### src/rtl/video_console_pkg.sv
// Shared types and constants for the text-console sequencer.
// Build option: define VIDEO_CONSOLE_SCROLL_EN to scroll on row overflow;
// otherwise overflow wraps to row 0 and blanks that row.
package video_console_pkg;
   localparam int DEF_COLS = 80;
   localparam int DEF_ROWS = 60;

   localparam logic [1:0] REG_DATA   = 2'd0;
   localparam logic [1:0] REG_CURSOR = 2'd1;
   localparam logic [1:0] REG_STATUS = 2'd2;
   localparam logic [1:0] REG_CTRL   = 2'd3;

   localparam logic [7:0] CH_LF = 8'h0A;
   localparam logic [7:0] CH_CR = 8'h0D;
   localparam logic [7:0] CH_BS = 8'h08;

   typedef enum logic [2:0] {
      ST_IDLE   = 3'd0,
      ST_PUT    = 3'd1,
`ifdef VIDEO_CONSOLE_SCROLL_EN
      ST_SCR_RD = 3'd2,
      ST_SCR_WR = 3'd3,
`endif
      ST_FILL   = 3'd4,
      ST_CLR    = 3'd5
   } state_e;

   // Cursor update requests issued by the top-level FSM.
   typedef enum logic [2:0] {
      CUR_NONE, CUR_PUT, CUR_LF, CUR_CR, CUR_BS, CUR_SET, CUR_HOME
   } cur_op_e;
endpackage

### src/rtl/video_console_cursor.sv
// Hardware cursor: row/col registers, character advance, CR/LF/BS, clamped
// load and home. Flags the operation that runs the row past the last line.
// Build option: VIDEO_CONSOLE_SCROLL_EN keeps the row on the last line at
// overflow (scroll); without it the row wraps to 0.
module video_console_cursor
   import video_console_pkg::*;
#(
   parameter int COLS = DEF_COLS,
   parameter int ROWS = DEF_ROWS
) (
   input  logic       clk_i,
   input  logic       rst_i,
   input  cur_op_e    op_i,
   input  logic [5:0] set_row_i,
   input  logic [6:0] set_col_i,
   output logic [5:0] row_o,
   output logic [6:0] col_o,
   output logic       ovf_o
);
   localparam logic [5:0] ROW_LAST = 6'(ROWS - 1);
   localparam logic [6:0] COL_LAST = 7'(COLS - 1);
`ifdef VIDEO_CONSOLE_SCROLL_EN
   localparam logic [5:0] ROW_OVF = ROW_LAST;
`else
   localparam logic [5:0] ROW_OVF = 6'd0;
`endif

   logic [5:0] row_q, row_d;
   logic [6:0] col_q, col_d;
   logic       nl;

   // Next cursor position and overflow flag for the requested operation.
   always_comb begin
      row_d = row_q;
      col_d = col_q;
      ovf_o = 1'b0;
      nl    = (op_i == CUR_LF) || (op_i == CUR_PUT && col_q == COL_LAST);
      case (op_i)
         CUR_PUT:        col_d = (col_q == COL_LAST) ? 7'd0 : col_q + 7'd1;
         CUR_LF, CUR_CR: col_d = 7'd0;
         CUR_BS:         if (col_q != 7'd0) col_d = col_q - 7'd1;
         CUR_SET: begin
            row_d = (set_row_i > ROW_LAST) ? ROW_LAST : set_row_i;
            col_d = (set_col_i > COL_LAST) ? COL_LAST : set_col_i;
         end
         CUR_HOME: begin
            row_d = 6'd0;
            col_d = 7'd0;
         end
         default: ;
      endcase
      if (nl) begin
         if (row_q == ROW_LAST) begin
            ovf_o = 1'b1;
            row_d = ROW_OVF;
         end else begin
            row_d = row_q + 6'd1;
         end
      end
   end

   // Cursor registers.
   always_ff @(posedge clk_i) begin
      if (rst_i) begin
         row_q <= 6'd0;
         col_q <= 7'd0;
      end else begin
         row_q <= row_d;
         col_q <= col_d;
      end
   end

   assign row_o = row_q;
   assign col_o = col_q;
endmodule

### src/rtl/video_console.sv
// Text-console sequencer: Wishbone-style register port, cursor, and the
// screen-RAM write sequencer (cell put, scroll/wrap-fill, clear).
// Build option: VIDEO_CONSOLE_SCROLL_EN enables the copy-up scroll.
module video_console
   import video_console_pkg::*;
#(
   parameter int         COLS      = DEF_COLS,
   parameter int         ROWS      = DEF_ROWS,
   parameter logic [7:0] FILL_CHAR = 8'h00
) (
   input  logic        clk_25mhz,
   input  logic        rst,
   input  logic [3:0]  adr_i,
   input  logic [31:0] dat_i,
   input  logic [3:0]  sel_i,
   input  logic        we_i,
   input  logic        stb_i,
   output logic        ack_o,
   output logic [31:0] dat_o,
   output logic [12:0] vram_adr_o,
   output logic [7:0]  vram_dat_o,
   output logic        vram_we_o,
   input  logic [7:0]  vram_dat_i
);
   localparam logic [12:0] COLS13     = 13'(COLS);
   localparam logic [12:0] CELLS_LAST = 13'(COLS * ROWS - 1);
`ifdef VIDEO_CONSOLE_SCROLL_EN
   localparam state_e      OVF_ST     = ST_SCR_RD;
   localparam logic [12:0] OVF_CNT    = COLS13;
   localparam logic [12:0] FILL_FIRST = 13'(COLS * (ROWS - 1));
   localparam logic [12:0] FILL_LAST  = CELLS_LAST;
`else
   localparam state_e      OVF_ST     = ST_FILL;
   localparam logic [12:0] OVF_CNT    = 13'd0;
   localparam logic [12:0] FILL_LAST  = 13'(COLS - 1);
`endif

   state_e      state_q, state_d;
   logic [12:0] cnt_q, cnt_d;
   logic [12:0] put_adr_q, put_adr_d;
   logic [7:0]  put_dat_q, put_dat_d;
   logic        ovf_q, ovf_d;
   cur_op_e     cur_op;
   logic [5:0]  cur_row;
   logic [6:0]  cur_col;
   logic        cur_ovf;
   logic [12:0] cur_adr;
   logic        busy, rd, wr;
   logic [7:0]  ch;
   logic        unused_ok;

   assign busy    = state_q != ST_IDLE;
   assign rd      = stb_i & ~we_i;
   // A stalled write is simply not acked; the master holds it until IDLE.
   assign ack_o   = rd | (stb_i & we_i & ~busy);
   assign wr      = stb_i & we_i & ~busy & sel_i[0];
   assign ch      = dat_i[7:0];
   assign cur_adr = {7'd0, cur_row} * COLS13 + {6'd0, cur_col};
`ifdef VIDEO_CONSOLE_SCROLL_EN
   assign unused_ok = ^{dat_i[31:14], sel_i[3:1], adr_i[1:0]};
`else
   assign unused_ok = ^{dat_i[31:14], sel_i[3:1], adr_i[1:0], vram_dat_i};
`endif

   video_console_cursor #(.COLS(COLS), .ROWS(ROWS)) u_cursor (
      .clk_i     (clk_25mhz),
      .rst_i     (rst),
      .op_i      (cur_op),
      .set_row_i (dat_i[13:8]),
      .set_col_i (dat_i[6:0]),
      .row_o     (cur_row),
      .col_o     (cur_col),
      .ovf_o     (cur_ovf)
   );

   // Register read mux; zero whenever no read is being acked.
   always_comb begin
      dat_o = '0;
      if (rd) begin
         case (adr_i[3:2])
            REG_CURSOR: dat_o = {18'd0, cur_row, 1'b0, cur_col};
            REG_STATUS: dat_o = {31'd0, busy};
            default: ;
         endcase
      end
   end

   // Cursor request: bus writes in IDLE, home at the end of a clear.
   always_comb begin
      cur_op = CUR_NONE;
      if (state_q == ST_IDLE && wr) begin
         if (adr_i[3:2] == REG_DATA) begin
            case (ch)
               CH_LF:   cur_op = CUR_LF;
               CH_CR:   cur_op = CUR_CR;
               CH_BS:   cur_op = CUR_BS;
               default: cur_op = CUR_PUT;
            endcase
         end else if (adr_i[3:2] == REG_CURSOR) begin
            cur_op = CUR_SET;
         end
      end else if (state_q == ST_CLR && cnt_q == CELLS_LAST) begin
         cur_op = CUR_HOME;
      end
   end

   // Sequencer next state and the screen-RAM port.
   always_comb begin
      state_d    = state_q;
      cnt_d      = cnt_q;
      put_adr_d  = put_adr_q;
      put_dat_d  = put_dat_q;
      ovf_d      = ovf_q;
      vram_adr_o = '0;
      vram_dat_o = '0;
      vram_we_o  = 1'b0;
      case (state_q)
         ST_IDLE: begin
            if (cur_op == CUR_PUT) begin
               put_adr_d = cur_adr;
               put_dat_d = ch;
               ovf_d     = cur_ovf;
               state_d   = ST_PUT;
            end else if (cur_op == CUR_LF && cur_ovf) begin
               state_d = OVF_ST;
               cnt_d   = OVF_CNT;
            end else if (wr && adr_i[3:2] == REG_CTRL && dat_i[0]) begin
               state_d = ST_CLR;
               cnt_d   = '0;
            end
         end
         ST_PUT: begin
            vram_adr_o = put_adr_q;
            vram_dat_o = put_dat_q;
            vram_we_o  = 1'b1;
            state_d    = ovf_q ? OVF_ST : ST_IDLE;
            cnt_d      = OVF_CNT;
         end
`ifdef VIDEO_CONSOLE_SCROLL_EN
         ST_SCR_RD: begin
            vram_adr_o = cnt_q;
            state_d    = ST_SCR_WR;
         end
         ST_SCR_WR: begin
            vram_adr_o = cnt_q - COLS13;
            vram_dat_o = vram_dat_i;
            vram_we_o  = 1'b1;
            if (cnt_q == CELLS_LAST) begin
               state_d = ST_FILL;
               cnt_d   = FILL_FIRST;
            end else begin
               state_d = ST_SCR_RD;
               cnt_d   = cnt_q + 13'd1;
            end
         end
`endif
         ST_FILL: begin
            vram_adr_o = cnt_q;
            vram_dat_o = FILL_CHAR;
            vram_we_o  = 1'b1;
            if (cnt_q == FILL_LAST) state_d = ST_IDLE;
            else                    cnt_d   = cnt_q + 13'd1;
         end
         ST_CLR: begin
            vram_adr_o = cnt_q;
            vram_dat_o = FILL_CHAR;
            vram_we_o  = 1'b1;
            if (cnt_q == CELLS_LAST) state_d = ST_IDLE;
            else                     cnt_d   = cnt_q + 13'd1;
         end
         default: state_d = ST_IDLE;
      endcase
   end

   // Sequencer state; reset aborts any sequence in progress.
   always_ff @(posedge clk_25mhz) begin
      if (rst) begin
         state_q   <= ST_IDLE;
         cnt_q     <= '0;
         put_adr_q <= '0;
         put_dat_q <= '0;
         ovf_q     <= 1'b0;
      end else begin
         state_q   <= state_d;
         cnt_q     <= cnt_d;
         put_adr_q <= put_adr_d;
         put_dat_q <= put_dat_d;
         ovf_q     <= ovf_d;
      end
   end
endmodule

### config.mk
export PLATFORM = sky130hd
export DESIGN_NAME = video_console
export DESIGN_NICKNAME = d
export VERILOG_FILES = /design/src/rtl/video_console_pkg.sv /design/src/rtl/video_console_cursor.sv /design/src/rtl/video_console.sv
export SDC_FILE = /design/constraint.sdc
export NUM_CORES = 1
export LEC_CHECK = 0
export CAP_MARGIN = 20
export CORE_MARGIN = 2
export CORE_UTILIZATION = 51
export DETAILED_ROUTE_END_ITERATION = 12
export PLACE_DENSITY = 0.85
export SYNTH_ARGS = -nofsm -noshare
export SYNTH_HDL_FRONTEND = slang
export SYNTH_SLANG_ARGS = --single-unit
### constraint.sdc
create_clock -name clk_25mhz -period 4.3 [get_ports clk_25mhz]
set_input_delay 0.645 -clock clk_25mhz [delete_from_list [all_inputs] [get_ports clk_25mhz]]
set_output_delay 0.645 -clock clk_25mhz [all_outputs]
set_load 0.03 [all_outputs]
Yosys cells after proc, flatten, opt, wreduce, memory -nomap -nowiden
Index checks and enable logic that the tools add are counted.

Multipliers: 1. $lt $le $gt $ge: 2. Reductions and logical operators: 21. Add/subtract/negate cells: 5. Mux-type cells: 33. Equality and inequality tests: 27. Bitwise operators: 7.

Operators by type and width (number): two-way mux 13 bit (5); case mux 13 bit (4 select lines) (1); two-way mux 3 bit (10); case mux 14 bit (2 select lines) (1); case mux 7 bit (4 select lines) (1); case mux 13 bit (2 select lines) (1); == test 8 x 4 -> 1 bit, second input constant (3); two-way mux 7 bit (3); two-way mux 6 bit (3); == test 3 bit, second input constant (5); two-way mux 14 bit (1); adder 13 x 1 -> 13 bit, second input constant (1); adder 13 x 7 -> 13 bit (1); == test 13 bit, second input constant (1); == test 13 x 7 -> 1 bit, second input constant (1); case mux 3 bit (4 select lines) (1); case mux 6 bit (2 select lines) (1); multiplier 6 x 3 -> 9 bit, second input constant (1); case mux 3 bit (3 select lines) (1); two-way mux 8 bit (1); != test 2 bit, second input constant (4); nonzero test 4 bit (2); adder 7 x 1 -> 7 bit, second input constant (1); == test 7 bit, second input constant (1); other kinds (27) (45).

Bits in registers: 51. Input bits: 52. Output and inout bits: 55.

Depth between registers and ports, before layout
Word-level depth: 14. Depth in mapped cells: 10. Mapped depth without buffers: 10.

Cells and area by module
A second synthesis with hierarchy kept.

Cell total of the unflattened synthesis: 538. Area, all modules: 4145.2 um^2.

Modules (own cells, without submodules): video_console (area an instance 2920.3 um^2, instances 1, cells each 370); video_console_cursor (area an instance 1224.9 um^2, instances 1, cells each 168).

Least setup slack after synthesis
OpenSTA, ideal clock, no wires.

Path type: input-to-output. Start point: input port adr_i[3]. End point: output port dat_o[0]. Buffers on the path: 0. Stages: 4. Required time: 3.655 ns. Arrival: 1.962 ns. Setup slack: 1.693 ns. Cells stage by stage: inv_1 -> ha_1 -> a22oi_1 -> nor4bb_1.

Word-level cells in the longest chain between the ends: 3.

RTL lines: start: declaration (line video_console.sv:13) `input logic [3:0] adr_i,`; == test 2 bit or == test 2 x 1 -> 1 bit (tied branches) (line video_console.sv:80) `case (adr_i[3:2])`; case mux 14 bit (2 select lines) * (line video_console.sv:80); two-way mux 14 bit * (line video_console.sv:79) `if (rd) begin`; end: declaration (line video_console.sv:19) `output logic [31:0] dat_o,`.

Mark *: on every way between the ends. The rest lies on a longest branch, timed or not.

Worst setup path in the final report
Start point: register state_q[2]. End point: output port dat_o[0].

Word-level cells in the longest chain between the ends: 3.

RTL lines: start: declaration (line video_console.sv:38) `state_e state_q, state_d;`; start signal: assignment (line video_console.sv:184) `state_q <= state_d;`; nonzero test 3 bit (line video_console.sv:52) `assign busy = state_q != ST_IDLE;`; case mux 14 bit (2 select lines) (line video_console.sv:80); two-way mux 14 bit (line video_console.sv:79).

No other way between the ends.

==> reports/qor.yml <==
clock_network:
  ctsHtreeMaxLevel: 2
  clkTransAtPathRegs_ns: 0.10
  ctsHoldBuffers: 0
  clock_path_buffers: 2
  clk_latency_ns: 0.31
  clockRootBuffer: "clkbuf_8"
  cts_setup_buffers: 0
  numClockSinks: 50
  cts_tree: "yes"
  cts_buffers: 5
  post_cts_resized: 0
job:
  cap_viol_max_count: 0
layout:
  drive_above_1_share: 0.0459
  synthToLayoutAreaGrowth_pct: 16.5
  final_nets: 622
  final_cell_mix: "60 x nand2_1, 56 x clkdlybuf4s50_1, 50 x dfxtp_1"
  final_common_cell: "nand2_1"
  diodes: 0
  fin_util: 0.617
sta:
  slew_headroom: 0.401
  fin_crit_ns: 3.42
  rsz0062_at_grt: "no"
  skew_ns: 0.00409
  tns_ns: 0
  worstMarginPinSlew_ns: 0.892
  fmax_mhz: 292
  period_share: 0.796
  setup_viol: 0
  layout_setup_ws_ns: 0.878
  slew_viol_final: 0
  hold_violations: 0
  fin_hold_ws_ns: 0.457
floorplanning:
  die_h_um: 91.0
  die-area_um2: 8280
  initial_utilization: 0.529
  rows: 31
  fp.dieW_um: 91.0
  ios: 107
  core_area_um2: 7290
critical_path:
  reg2reg_slack_ns: 1.07
  crit_path_end_kind: "output pin"
  cp_max_fo: 17
  crit_arrival_ns: 2.78
  crit_path_start_kind: "flop"
  worstPathRequired_ns: 3.65
  critPathKind: "flop to output pin"
power:
  ir_drop_uv: 117
  power_leakage_nw: 1.60
  power_density_nw_per_um2: 255
  total_power_mw: 1.14
placed_design:
  dp_hpwl_um: 7390
  gp_congestion: 0.929
  numPortBuffers: 56
  place_worst_setup_slack_ns: 0.878
routing:
  drcViolationCount: 0
  antenna_left: 0
  post_drt_wl_per_cell_um: 15.5
  vias_per_cell: 5.98
  first_iter_violations: 299
  first_pass_iters: 4
  vias: 3854
  wl_um: 9990
grt:
  first_global_vias: 3508
  grt_pass1_wl_um: 16300
  antenna_found_initial: 0
  grtUsageTotal: 0.234
  grt_max_degree: 48
  overflow: 0
yosys:
  ys_ff_latch: 50
  ys.flop_type: "dfxtp_1"
  synth_top_area_share: 0.259
  yosysUniqueCellTypes: 68
  syn_area_um2: 3860
  yosys.area.top_type: "dfxtp_1"
  synthTopCellsByArea: "dfxtp_1 26%, ha_1 7.8%, nand2_1 5.8%"
  yosysSeqAreaShare: 0.259
  synthArstFlopShare: 0
  synth_warnings: 0
  synth_edf_count: 0
  postSynthAreaPerCell_um2: 7.66
  syn_inst: 504
hold_path:
  min_path_type: "flop to flop"
status:
  outcome: "finished clean"
-- cell type report --
class,count,area [um^2]
fillers,682,2800
multi-input cells,406,2590
flip-flops and latches,50,1000
repair buffers,59,583
well taps,99,124
inverters,22,82.6
clock buffers,6,72.6
clock inverters,2,37.5
-- cells by family (layout without fill, tap and decap cells) --
family,count (synthesis),count (layout),share of synthesized area
and+or+nand+nor,209,209,0.272
AOI/OAI and AO/OA,136,136,0.257
DFF,50,50,0.259
buffers and inverters,66,89,0.0859
muxes,1,1,0.00259
adders and majority gates,26,26,0.0882
xor gates and xnor gates,15,15,0.0340
other,1,19,0.000972
-- report_power, final --
| group | leakage (nW) | internal [mW] | total [mW] | switching, mW |
|---|---|---|---|---|
| Combinational | 1.14 | 0.105 | 0.300 | 0.195 |
| Clock | 0.0514 | 0.174 | 0.345 | 0.171 |
| Sequential | 0.403 | 0.473 | 0.500 | 0.0267 |
| Total | 1.60 | 0.752 | 1.14 | 0.393 |
-- flip-flops by register name (all words and copies together), names as in the netlist --
signal and flops:
cnt_q 13, put_adr_q 13, put_dat_q 8, u_cursor.col_o 7, u_cursor.row_o 6, state_q 2, ovf_q 1
-- path summary, 6_finish.rpt --
path	startpoint	end	cells after the start
worst max register to register	state_q[2]	u_cursor.col_o[2]	7
worst min-delay path	put_dat_q[0]	put_dat_q[0]	2
worst min register to register	put_dat_q[0]	put_dat_q[0]	2
worst max-delay path	state_q[2]	dat_o[0]	6
-- routing by layer --
layer	vias to the layer above	global-route usage	wire length, um
met1	1809	0.302	4400
met3	19	0.0357	628
met5	-	0	0
li1	1868	-	-
met4	0	0.0720	171
met2	158	0.400	4790
-- cells in the mapped netlist, types with 3 or more instances --
cell type and instances:
or3_1 4, a211oi_1 10, buf_4 20, a21oi_1 32, nand2_1 60, a31oi_1 4
nand3_1 20, a22oi_1 16, o31ai_1 3, dfxtp_1 50, and2_1 23, a32o_1 9
and3_1 8, o21ai_0 21, xor2_1 4, a21o_1 3, nor3_1 10, inv_1 21
nor4_1 5, nor2_1 46, o221a_2 4, o32ai_1 4, ha_1 24, clkbuf_1 21
a221oi_1 5, nor3b_1 9, nor2b_1 6, xnor2_1 11, or2_2 4
-- worst max-delay path, stage by stage, from the launching register on --
cell	delay, ns
dfxtp_1	0.73
inv_1	0.20
ha_1	0.30
inv_1	0.14
a22oi_1	0.08
nor4bb_1	0.29
clkdlybuf4s50_1	0.72
-- per-stage QoR --
step | cells | area, um^2
2_1_floorplan | 522 | 3930
3_3_place_gp | 636 | 4390
3_5_place_dp | 636 | 4390
4_1_cts | 644 | 4500
5_1_grt | 644 | 4500
6_report | 644 | 4500
Note: power is estimated with default switching activity, not from simulation.
